===== config.mk =====
export PLATFORM = sky130hd
export DESIGN_NAME = uart_frame_parser_flat
export DESIGN_NICKNAME = d
export VERILOG_FILES = /design/src/rtl/uart_pkg.sv /design/src/rtl/uart_frame_parser_if.sv /design/src/rtl/uart_byte_fetch.sv /design/src/rtl/uart_frame_parser.sv /design/src/flat_wrapper.sv
export SDC_FILE = /design/constraint.sdc
export NUM_CORES = 1
export LEC_CHECK = 0
export ABC_AREA = 1
export CAP_MARGIN = 10
export CORE_ASPECT_RATIO = 0.8
export CORE_MARGIN = 10
export CORE_UTILIZATION = 35
export CTS_CLUSTER_DIAMETER = 200
export DETAILED_ROUTE_END_ITERATION = 8
export PLACE_DENSITY = 0.61
export RECOVER_POWER = 50
export SYNTH_ARGS = -nofsm -noshare
export SYNTH_HDL_FRONTEND = slang
export SYNTH_SLANG_ARGS = --single-unit

===== constraint.sdc =====
create_clock -name clk -period 2.38 [get_ports clk]
set_clock_uncertainty 0.1 [all_clocks]
set_input_delay 0.595 -clock clk [delete_from_list [all_inputs] [get_ports clk]]
set_output_delay 0.595 -clock clk [all_outputs]
set_load 0.02 [all_outputs]

===== src/rtl/uart_pkg.sv =====
// Shared definitions for the UART frame parser: sync byte, parser states and abort codes.
package uart_pkg;

  localparam logic [7:0] SYNC_BYTE = 8'hAA;

  typedef enum logic [2:0] {
    IDLE,
    CMD,
    LEN,
    PAYLOAD,
    CHK,
    HOLD
  } parser_state_t;

  typedef logic [1:0] err_code_t;

  localparam err_code_t ERR_NONE    = 2'd0;
  localparam err_code_t ERR_CHK     = 2'd1;
  localparam err_code_t ERR_LEN     = 2'd2;
  localparam err_code_t ERR_TIMEOUT = 2'd3;

  // States in which a frame is partially assembled and the inter-byte timer runs.
  function automatic logic is_frame_state(input parser_state_t s);
    return (s == CMD) || (s == LEN) || (s == PAYLOAD) || (s == CHK);
  endfunction

endpackage


===== src/rtl/uart_frame_parser_if.sv =====
// Receiver-FIFO pop handshake plus the held-frame / payload-read interface to the command layer.
interface uart_frame_parser_if #(
  parameter int MAX_LEN = 16
);
  localparam int AW = $clog2(MAX_LEN);

  logic          fifo_empty;
  logic [7:0]    rx_data;
  logic          rx_read;
  logic          frame_valid;
  logic [7:0]    frame_cmd;
  logic [AW:0]   frame_len;
  logic [AW-1:0] pl_addr;
  logic [7:0]    pl_data;
  logic          frame_ack;
  logic          frame_err;
  logic [1:0]    err_code;
  logic [7:0]    drop_count;

  modport slave (
    input  fifo_empty, rx_data, pl_addr, frame_ack,
    output rx_read, frame_valid, frame_cmd, frame_len, pl_data,
           frame_err, err_code, drop_count
  );

  modport master (
    output fifo_empty, rx_data, pl_addr, frame_ack,
    input  rx_read, frame_valid, frame_cmd, frame_len, pl_data,
           frame_err, err_code, drop_count
  );

endinterface


===== src/rtl/uart_byte_fetch.sv =====
// Pops one byte at a time from the receiver FIFO; the byte is presented one cycle after the pop.
module uart_byte_fetch (
  input  logic       clk,
  input  logic       enable,
  input  logic       i_fifo_empty,
  input  logic [7:0] i_rx_data,
  input  logic       i_want_byte,
  output logic       o_rx_read,
  output logic       o_byte_stb,
  output logic [7:0] o_byte_data
);

  logic r_fetch_pend;

  // A pop is never issued while the previous one is still waiting for its data.
  assign o_rx_read   = enable & i_want_byte & ~i_fifo_empty & ~r_fetch_pend;
  assign o_byte_stb  = r_fetch_pend;
  assign o_byte_data = i_rx_data;

  always_ff @(posedge clk or negedge enable) begin
    if (!enable) begin
      r_fetch_pend <= 1'b0;
    end else begin
      r_fetch_pend <= o_rx_read;
    end
  end

endmodule


===== src/rtl/uart_frame_parser.sv =====
// Hunts for SYNC, assembles CMD/LEN/PAYLOAD/CHK frames, verifies them and holds accepted
// frames for the command layer until acknowledged.
module uart_frame_parser
  import uart_pkg::*;
#(
  parameter int MAX_LEN        = 16,
  parameter int TIMEOUT_CYCLES = 704
) (
  input  logic                clk,
  input  logic                enable,
  uart_frame_parser_if.slave  bus
);

  localparam int AW = $clog2(MAX_LEN);
  localparam int TW = $clog2(TIMEOUT_CYCLES + 1);
  localparam logic [8:0]    MAX_LEN_B = 9'(MAX_LEN);
  localparam logic [TW-1:0] TMO_LAST  = TW'(TIMEOUT_CYCLES - 1);

  function automatic logic [7:0] sat_inc8(input logic [7:0] v);
    return (v == 8'hFF) ? v : v + 8'd1;
  endfunction

  parser_state_t r_state;
  parser_state_t w_state_nxt;

  logic          w_want_byte;
  logic          w_rx_read;
  logic          w_byte_stb;
  logic [7:0]    w_byte;
  logic          w_take;
  logic          w_len_bad;
  logic          w_last;
  logic          w_tmo_hit;
  logic          w_abort;
  err_code_t     w_abort_code;
  logic          w_load_cmd;
  logic          w_load_len;
  logic          w_load_pl;
  logic          w_drop;

  logic [7:0]    r_cmd;
  logic [AW:0]   r_len;
  logic [AW-1:0] r_idx;
  logic [7:0]    r_sum;
  logic [TW-1:0] r_tmo_cnt;
  logic          r_frame_valid;
  logic          r_frame_err;
  err_code_t     r_err_code;
  logic [7:0]    r_drop_cnt;
  logic          r_discard;
  logic [7:0]    r_buf [MAX_LEN];

  uart_byte_fetch u_fetch (
    .clk          (clk),
    .enable       (enable),
    .i_fifo_empty (bus.fifo_empty),
    .i_rx_data    (bus.rx_data),
    .i_want_byte  (w_want_byte),
    .o_rx_read    (w_rx_read),
    .o_byte_stb   (w_byte_stb),
    .o_byte_data  (w_byte)
  );

  assign w_want_byte = (r_state != HOLD);
  // A byte popped on the same edge as an abort belongs to no frame and is dropped silently.
  assign w_take      = w_byte_stb & ~r_discard;
  assign w_len_bad   = (w_byte == 8'd0) || ({1'b0, w_byte} > MAX_LEN_B);
  assign w_last      = ({1'b0, r_idx} == (r_len - (AW+1)'(1)));
  assign w_tmo_hit   = is_frame_state(r_state) & ~w_byte_stb & (r_tmo_cnt == TMO_LAST);

  always_comb begin
    w_state_nxt  = r_state;
    w_abort      = 1'b0;
    w_abort_code = ERR_NONE;
    w_load_cmd   = 1'b0;
    w_load_len   = 1'b0;
    w_load_pl    = 1'b0;
    w_drop       = 1'b0;
    if (w_take) begin
      case (r_state)
        IDLE: begin
          if (w_byte == SYNC_BYTE) w_state_nxt = CMD;
          else                     w_drop      = 1'b1;
        end
        CMD: begin
          w_load_cmd  = 1'b1;
          w_state_nxt = LEN;
        end
        LEN: begin
          if (w_len_bad) begin
            w_abort      = 1'b1;
            w_abort_code = ERR_LEN;
            w_state_nxt  = IDLE;
          end else begin
            w_load_len  = 1'b1;
            w_state_nxt = PAYLOAD;
          end
        end
        PAYLOAD: begin
          w_load_pl = 1'b1;
          if (w_last) w_state_nxt = CHK;
        end
        CHK: begin
          if (w_byte == r_sum) begin
            w_state_nxt = HOLD;
          end else begin
            w_abort      = 1'b1;
            w_abort_code = ERR_CHK;
            w_state_nxt  = IDLE;
          end
        end
        default: ;
      endcase
    end else if (w_tmo_hit) begin
      w_abort      = 1'b1;
      w_abort_code = ERR_TIMEOUT;
      w_state_nxt  = IDLE;
    end
    if ((r_state == HOLD) && bus.frame_ack) w_state_nxt = IDLE;
  end

  always_ff @(posedge clk or negedge enable) begin
    if (!enable) r_state <= IDLE;
    else         r_state <= w_state_nxt;
  end

  always_ff @(posedge clk or negedge enable) begin
    if (!enable) begin
      r_frame_valid <= 1'b0;
      r_frame_err   <= 1'b0;
      r_err_code    <= ERR_NONE;
      r_drop_cnt    <= 8'd0;
      r_tmo_cnt     <= '0;
      r_discard     <= 1'b0;
      r_cmd         <= 8'd0;
      r_len         <= '0;
    end else begin
      r_frame_valid <= (w_state_nxt == HOLD);
      r_frame_err   <= w_abort;
      if (w_abort)    r_err_code <= w_abort_code;
      if (w_drop)     r_drop_cnt <= sat_inc8(r_drop_cnt);
      if (w_load_cmd) r_cmd      <= w_byte;
      if (w_load_len) r_len      <= w_byte[AW:0];
      if (w_byte_stb || !is_frame_state(w_state_nxt)) r_tmo_cnt <= '0;
      else                                            r_tmo_cnt <= r_tmo_cnt + TW'(1);
      if (w_byte_stb)                r_discard <= 1'b0;
      else if (w_abort && w_rx_read) r_discard <= 1'b1;
    end
  end

  // Checksum, index and payload storage carry no reset: they are reloaded by every frame.
  always_ff @(posedge clk) begin
    if (w_load_cmd) r_sum <= w_byte;
    if (w_load_len) begin
      r_sum <= r_sum + w_byte;
      r_idx <= '0;
    end
    if (w_load_pl) begin
      r_buf[r_idx] <= w_byte;
      r_sum        <= r_sum + w_byte;
      r_idx        <= r_idx + AW'(1);
    end
  end

  assign bus.rx_read     = w_rx_read;
  assign bus.frame_valid = r_frame_valid;
  assign bus.frame_cmd   = r_cmd;
  assign bus.frame_len   = r_len;
  assign bus.pl_data     = r_buf[bus.pl_addr];
  assign bus.frame_err   = r_frame_err;
  assign bus.err_code    = r_err_code;
  assign bus.drop_count  = r_drop_cnt;

endmodule


===== src/flat_wrapper.sv =====
// flat-port wrapper written by rule: the top's interface ports become plain ports
module uart_frame_parser_flat import uart_pkg::*;
#(
  parameter int MAX_LEN        = 16,
  parameter int TIMEOUT_CYCLES = 704
)
  (clk, enable, bus_fifo_empty, bus_rx_data, bus_pl_addr, bus_frame_ack, bus_rx_read, bus_frame_valid, bus_frame_cmd, bus_frame_len, bus_pl_data, bus_frame_err, bus_err_code, bus_drop_count);
  uart_frame_parser_if #(.MAX_LEN(MAX_LEN)) bus_i ();
  input  logic clk;
  input  logic enable;
  input wire logic [$bits(bus_i.fifo_empty)-1:0] bus_fifo_empty;
  input wire logic [$bits(bus_i.rx_data)-1:0] bus_rx_data;
  input wire logic [$bits(bus_i.pl_addr)-1:0] bus_pl_addr;
  input wire logic [$bits(bus_i.frame_ack)-1:0] bus_frame_ack;
  output wire logic [$bits(bus_i.rx_read)-1:0] bus_rx_read;
  output wire logic [$bits(bus_i.frame_valid)-1:0] bus_frame_valid;
  output wire logic [$bits(bus_i.frame_cmd)-1:0] bus_frame_cmd;
  output wire logic [$bits(bus_i.frame_len)-1:0] bus_frame_len;
  output wire logic [$bits(bus_i.pl_data)-1:0] bus_pl_data;
  output wire logic [$bits(bus_i.frame_err)-1:0] bus_frame_err;
  output wire logic [$bits(bus_i.err_code)-1:0] bus_err_code;
  output wire logic [$bits(bus_i.drop_count)-1:0] bus_drop_count;
  assign bus_i.fifo_empty = bus_fifo_empty;
  assign bus_i.rx_data = bus_rx_data;
  assign bus_i.pl_addr = bus_pl_addr;
  assign bus_i.frame_ack = bus_frame_ack;
  assign bus_rx_read = bus_i.rx_read;
  assign bus_frame_valid = bus_i.frame_valid;
  assign bus_frame_cmd = bus_i.frame_cmd;
  assign bus_frame_len = bus_i.frame_len;
  assign bus_pl_data = bus_i.pl_data;
  assign bus_frame_err = bus_i.frame_err;
  assign bus_err_code = bus_i.err_code;
  assign bus_drop_count = bus_i.drop_count;
  uart_frame_parser #(.MAX_LEN(MAX_LEN), .TIMEOUT_CYCLES(TIMEOUT_CYCLES)) u_core (.clk(clk), .enable(enable), .bus(bus_i));
endmodule

==> summary.md <==
| Metric | Value |
|---|---|
| Root Driver | `clkbuf_16` |
| Total die area | `0.0295 mm^2` |
| Syn Area/Cell | `11.4 um^2` |
| Hold buffer count at cts | `0` |
| Hold crit path type | `in -> async` |
| Die Y | `156 um` |
| CP Capture Type | `output port` |
| Clock buffer depth | `2` |
| # IOs | `50` |
| Largest area contributor in the netlist | `edfxtp_1` |
| CP max stage cell | `o211ai_1` |
| P&R area growth vs syn | `34.2%` |
| Vias in the first global route | `5822` |
| Status | `complete, no violations` |
| Crit-path leading delay family | `buffers and inverters` |
| Worst-path clk slew | `0.07 ns` |
| Crit-path cells | `buf_16 > buf_12 > mux2i_1 > buf_4 > o21ai_2 > o211ai_1 > nand2_1 > buf_6` |
| Setup ws final | `0.0150 ns` |
| Post-Route WL | `20900 um` |
| Placer Congestion | `0.864` |
| Primary FF master, synth | `edfxtp_1` |
| # rows | `49` |
| First-pass GRT wire length | `32400 um` |
| Power, Total | `8.75 mW` |
| TritonRoute pass-1 iters | `5` |
| Post-DR vias/cell | `4.96` |
| H-tree depth | `4` |
| Critical path type | `in -> out` |
| Number of synthesized flops with an enable pin | `140` |
| DRC Markers | `0` |
| Placed Cells | `1125` |
| Most frequent cells in the layout | `edfxtp_1 (140), nand2_1 (90), inv_1 (78), buf_4 (69), nor2_1 (44)` |
| Fmax | `423 MHz` |
| Initial DRC count | `544` |
| Period minus WS final | `2.36 ns` |
| Worst-Margin Slew | `1.01 ns` |
| Unrepaired setup endpoints after global routing | `true` |
| CTS tree | `done` |
| Arrival @ worst endpoint | `1.67 ns` |
| Post-synth top area share | `52.3%` |
| Remaining Overflow, GRT | `0` |
| CP Launch Type | `input pin` |
| WP data required | `1.68 ns` |
| Ys Warns | `0` |
| Register bit count reported by yosys | `180` |
| CP bufs+invs | `4` |
| Max VDD drop | `0.000541 V` |
| Synth cell types | `31` |
| Num CTS Buffers | `17` |
| Initial antenna violation count | `1` |
| Total routing usage reported by global routing | `14.1%` |
| Syn_nets | `738` |
| Post-Place Worst Slack | `-0.832 ns` |
| Final setup vio count | `0` |
| Slew HR | `32.7%` |
| Nets | `890` |
| Worst skew pair latency | `0.44 ns` |
| Hpwl dp | `13600 um` |
| Critical path peak fanout | `6` |
| Die X | `189 um` |
| Layout Cells excl Fill | `1179` |
| Synth async-reset ratio | `22.2%` |
| Crit share post-route | `99.4%` |
| Synth Cell Area | `0.00804 mm^2` |
| CTS Sinks | `180` |
| Cells after Synth | `707` |
| Final hold violation count | `0` |
| Fin. max-slew vios | `0` |
| ANT nets after route | `0` |
| Synth top area cells | `edfxtp_1 (52%), dfrtp_1 (12%), nand2_1 (4.4%), mux2i_1 (4.0%), inv_1 (3.8%)` |
| Sequential cell area fraction in the yosys report | `64.7%` |
| PwrDens | `811 mW/mm^2` |
| Largest net degree at the start of global routing | `41` |
| Max-cap violations | `0` |
| Initial core utilization | `35.7%` |
| Via count | `5850` |
| DR WL/cell | `17.7 um` |
| Most common cell after layout, fill and taps aside | `edfxtp_1` |
| Ratio of cells with drive above 1 in the final layout | `23.2%` |
| Total core area | `0.0226 mm^2` |
| Largest stage delay, worst path | `0.19 ns` |
| Buffers on Ports | `49` |
| Leakage | `4.34 nW` |
## report_power, final
| part | internal [mW] | switching, mW | total [mW] | leakage, nW |
|---|---|---|---|---|
| registers | 3.61 | 0.167 | 3.77 | 1.76 |
| logic | 0.915 | 1.23 | 2.14 | 2.28 |
| clock network | 1.43 | 1.41 | 2.84 | 0.294 |
| total | 5.95 | 2.80 | 8.75 | 4.34 |
## final cells by class
type,count,area [um^2]
Inverter,83,312
Antenna cell,1,2.50
Sequential cell,180,5200
Clock inverter,15,179
Multi-Input combinational cell,419,2700
Clock buffer,17,425
Timing Repair Buffer,158,1590
Fill cell,2050,11800
Tap cell,306,383
## stage by stage
step / utilization (%) / instance area [um^2] / hold slack, ns / setup TNS (ns)
global placement: 42.4 / 9560 / 0.378 / -26.62
detailed placement: 42.4 / 9560 / 0.368 / -29.13
floorplan: - / 8050 / 0.199 / 0
CTS: 46.5 / 10500 / 0.136 / -0.0500
global route: 47.8 / 10800 / 0.415 / -0.885
finish: 47.8 / 10800 / 0.337 / 0
## worst reg2reg max path: cells and delay by family, from the launching register on
| kind | cells | cell delay [ns] |
|---|---|---|
| simple gates | 11 | 1.12 |
| fa+ha+maj | 1 | 0.31 |
| flops | 1 | 0.36 |
| buf+inv | 2 | 0.10 |
| compound gates | 1 | 0.23 |
## routing by layer
metal | vias up | global-route usage, % | share of wire, %
met2 | 210 | 21.3 | 45
li1 | 2783 | - | -
met4 | 0 | 4.15 | 1.3
met3 | 27 | 4.02 | 8.9
met5 | - | 0 | 0
met1 | 2830 | 19.4 | 45
## worst paths after layout
kind	startpoint	to	slack (ns)	cells past startpoint
min in group clk	u_core.bus.err_code[0]	u_core.bus.err_code[0]	0.40	2
worst max register to register	u_core.bus.frame_len[0]	u_core.r_tmo_cnt[8]	0.10	15
worst min-delay path	enable	u_core.r_discard	0.34	2
worst min register to register	u_core.bus.err_code[0]	u_core.bus.err_code[0]	0.40	2
max in group asynchronous	enable	u_core.bus.frame_len[1]	1.22	2
worst max-delay path	bus_pl_addr[0]	bus_pl_data[5]	0.02	8
## flip-flops by register name (all words and copies together) (netlist names), 2 cells and up
signal                 flops
u_core.r_buf             128
u_core.bus.frame_len       5
u_core.r_tmo_cnt          10
u_core.r_state             3
u_core.r_sum               8
u_core.bus.err_code        2
u_core.r_idx               4
u_core.bus.drop_count      8
u_core.bus.frame_cmd       8
## logic make-up (layout without fill, tap and decap cells)
| family | count (synthesis) | after routing | synth area share, % |
|---|---|---|---|
| AO/OA/AOI/OAI | 135 | 135 | 9.52 |
| adder cells (fa/ha/maj) | 15 | 15 | 2.43 |
| other | 0 | 1 | 0 |
| XOR/XNOR | 24 | 24 | 2.61 |
| flip-flops | 180 | 180 | 64.7 |
| AND/OR/NAND/NOR | 211 | 212 | 11.4 |
| multiplexers | 33 | 33 | 4.12 |
| buffers and inverters | 109 | 273 | 5.20 |
## what timing repair did
| action | 4_1_cts | 5_1_grt |
|---|---|---|
| gates cloned | 6 | 4 |
| setup endpoints to repair | 40 | 109 |
| resized for setup | 105 | 64 |
| setup buffers | 4 | 7 |
| pin swaps | 20 | 35 |
## synthesized netlist by cell type, types with 3 or more instances
master	instances
nand3_1	35
xor2_1	12
o21ai_0	58
clkbuf_1	19
nand2_1	94
nor2_1	54
nor3_1	10
a21oi_1	42
nand4_1	5
xnor2_1	12
edfxtp_1	140
nand2_2	3
inv_1	82
buf_2	7
mux2i_1	32
dfrtp_1	40
ha_1	14
nor2_2	3
o211ai_1	33
Note: power is estimated with default switching activity, not from simulation.
==> RTL edit, RTL diff (same settings) <==
`TIMEOUT_CYCLES` is set to 704 in 2 places; all go to 1408.
--- a/src/rtl/uart_frame_parser.sv
+++ b/src/rtl/uart_frame_parser.sv
@@ -4,7 +4,7 @@
   import uart_pkg::*;
 #(
   parameter int MAX_LEN        = 16,
-  parameter int TIMEOUT_CYCLES = 704
+  parameter int TIMEOUT_CYCLES = 1408
 ) (
   input  logic                clk,
   input  logic                enable,
--- a/src/flat_wrapper.sv
+++ b/src/flat_wrapper.sv
@@ -2,7 +2,7 @@
 module uart_frame_parser_flat import uart_pkg::*;
 #(
   parameter int MAX_LEN        = 16,
-  parameter int TIMEOUT_CYCLES = 704
+  parameter int TIMEOUT_CYCLES = 1408
 )
   (clk, enable, bus_fifo_empty, bus_rx_data, bus_pl_addr, bus_frame_ack, bus_rx_read, bus_frame_valid, bus_frame_cmd, bus_frame_len, bus_pl_data, bus_frame_err, bus_err_code, bus_drop_count);
   uart_frame_parser_if #(.MAX_LEN(MAX_LEN)) bus_i ();
Function: same outputs for any inputs over 10 cycles, from zero or initial values; that may be too few to reach the edited logic, so the function may still have changed.
==> RTL edit against the unedited design <==
Worst setup slack worse by 6.8 ps; area after synthesis increased by 1.3%; sequential cell count grew 1; total power rose by 2.0%; final area grew 1.7%; wire length is 2.2% higher; count of clock-buffer cells in the layout stayed put; critical path type unchanged; critical endpoint is now bus_pl_data[1].
==> RTL edit: results (changes against the unedited design) <==
outcome: "completed"  # unchanged
cts_resized: 99  # was 105
grt_max_degree: 42  # was 41
dp_slack_ps: -817  # was -832 ps
synthTopCellsByArea: "edfxtp_1 52%, dfrtp_1 13%, nand2_1 4.7%"  # was edfxtp_1 52%, dfrtp_1 12%, nand2_1 4.4%
async_flop_share_pct: 22.7  # was 22.2%
grt_pass1_wl_um: 32100  # was 32400 um
grt_use_total_pct: 14.1  # about the same
worstPathMaxFanout: 13  # was 6
vias_per_cell: 4.86  # was 4.96
layout-drive-gt1-share_pct: 28.0  # was 23.2%
worstRegToRegCells: 18  # was 15
htreeDepth: 4  # unchanged
ys_types: 33  # was 31
grt_pass1_vias: 5666  # was 5822
hpwlAfterDp_um: 14700  # was 13600 um
crit_end: "bus_pl_data[1]"  # was bus_pl_data[5]
place_congestion: 0.892  # was 0.864
r2r_setup_slack_ps: 80  # was 100 ps
wirelength_um: 21300  # was 20900 um
startpoint: "bus_pl_addr[0]"  # unchanged
irDropWorstVdd_mv: 0.588  # was 0.541 mV
antenna_found_initial: 2  # was 1
timing.hold.ws_ps: 369  # was 337 ps
internal_power_mw: 6.14  # was 5.95 mW
max_stage_delay_ps: 270  # was 190 ps
r2r-end: "u_core.r_tmo_cnt[6]"  # was u_core.r_tmo_cnt[8]
p_leak_nw: 4.36  # was 4.34 nW
cts_setup_buffers: 2  # was 4
largestRegisters: "u_core.r_buf (128), u_core.r_tmo_cnt (11)"  # was u_core.r_buf (128), u_core.r_tmo_cnt (10)
placedInstanceArea_um2: 9790  # was 9560 um^2
layout.nets: 922  # was 890
drt_iter0_markers: 608  # was 544
min_period_over_period_pct: 99.7  # was 99.4%
synth_common_cells: "140 x edfxtp_1, 103 x nand2_1, 74 x inv_1, 45 x nor2_1, 41 x dfrtp_1"  # was 140 x edfxtp_1, 94 x nand2_1, 82 x inv_1, 58 x o21ai_0, 54 x nor2_1
-- RTL edit: cell count changes after synthesis, sizes merged, moves of 3 or more --
cell   delta
inv       +7
nand2     +7
nor2      +3
xnor2     -4
o21ai     +5
-- RTL edit: logic make-up after synthesis --
group                      Yosys count  share of synthesized area (%)
AOI/OAI and AO/OA                  137                           9.49
xor gates and xnor gates            19                           2.04
adders and majority gates           15                           2.40
buffers and inverters              118                           5.71
DFF                                181                           64.2
muxes                               35                           4.35
and+or+nand+nor                    217                           11.8
-- RTL edit: final cells by class --
cell class	instances	area (um^2)	share of cell area, %
clock inverters	15	179	1.63
diodes	2	5.00	0.0456
clock buffers	17	425	3.88
well taps	306	383	3.49
inverters	90	338	3.08
flip-flops and latches	181	5230	47.7
repair buffers	178	1650	15.0
multi-input cells	423	2770	25.2
-- RTL edit: power groups by stage --
stage / Sequential (mW) / Combinational [mW] / Clock, mW
floorplan: 4.00 / 0.922 / 0
global placement: 3.87 / 2.01 / 0
detailed placement: 3.86 / 2.02 / 0
CTS: 3.80 / 2.07 / 2.84
global route: 3.83 / 2.55 / 2.98
finish: 3.81 / 2.34 / 2.78
-- RTL edit: stage by stage --
step,instances,total power [mW]
after floorplan,722,4.92
after global placement,1159,5.87
after detailed placement,1159,5.89
after CTS,1196,8.72
after global routing,1210,9.36
final,1212,8.93
-- RTL edit: layer usage --
layer / part of all wire, % / wire length [um] / global-route usage (%) / vias up
li1: - / - / - / 2843
met1: 47 / 10000 / 19.6 / 2831
met2: 44 / 9390 / 21.0 / 202
met3: 8.3 / 1770 / 4.78 / 15
met5: 0 / 0 / 0 / -
met4: 0.68 / 146 / 2.84 / 0
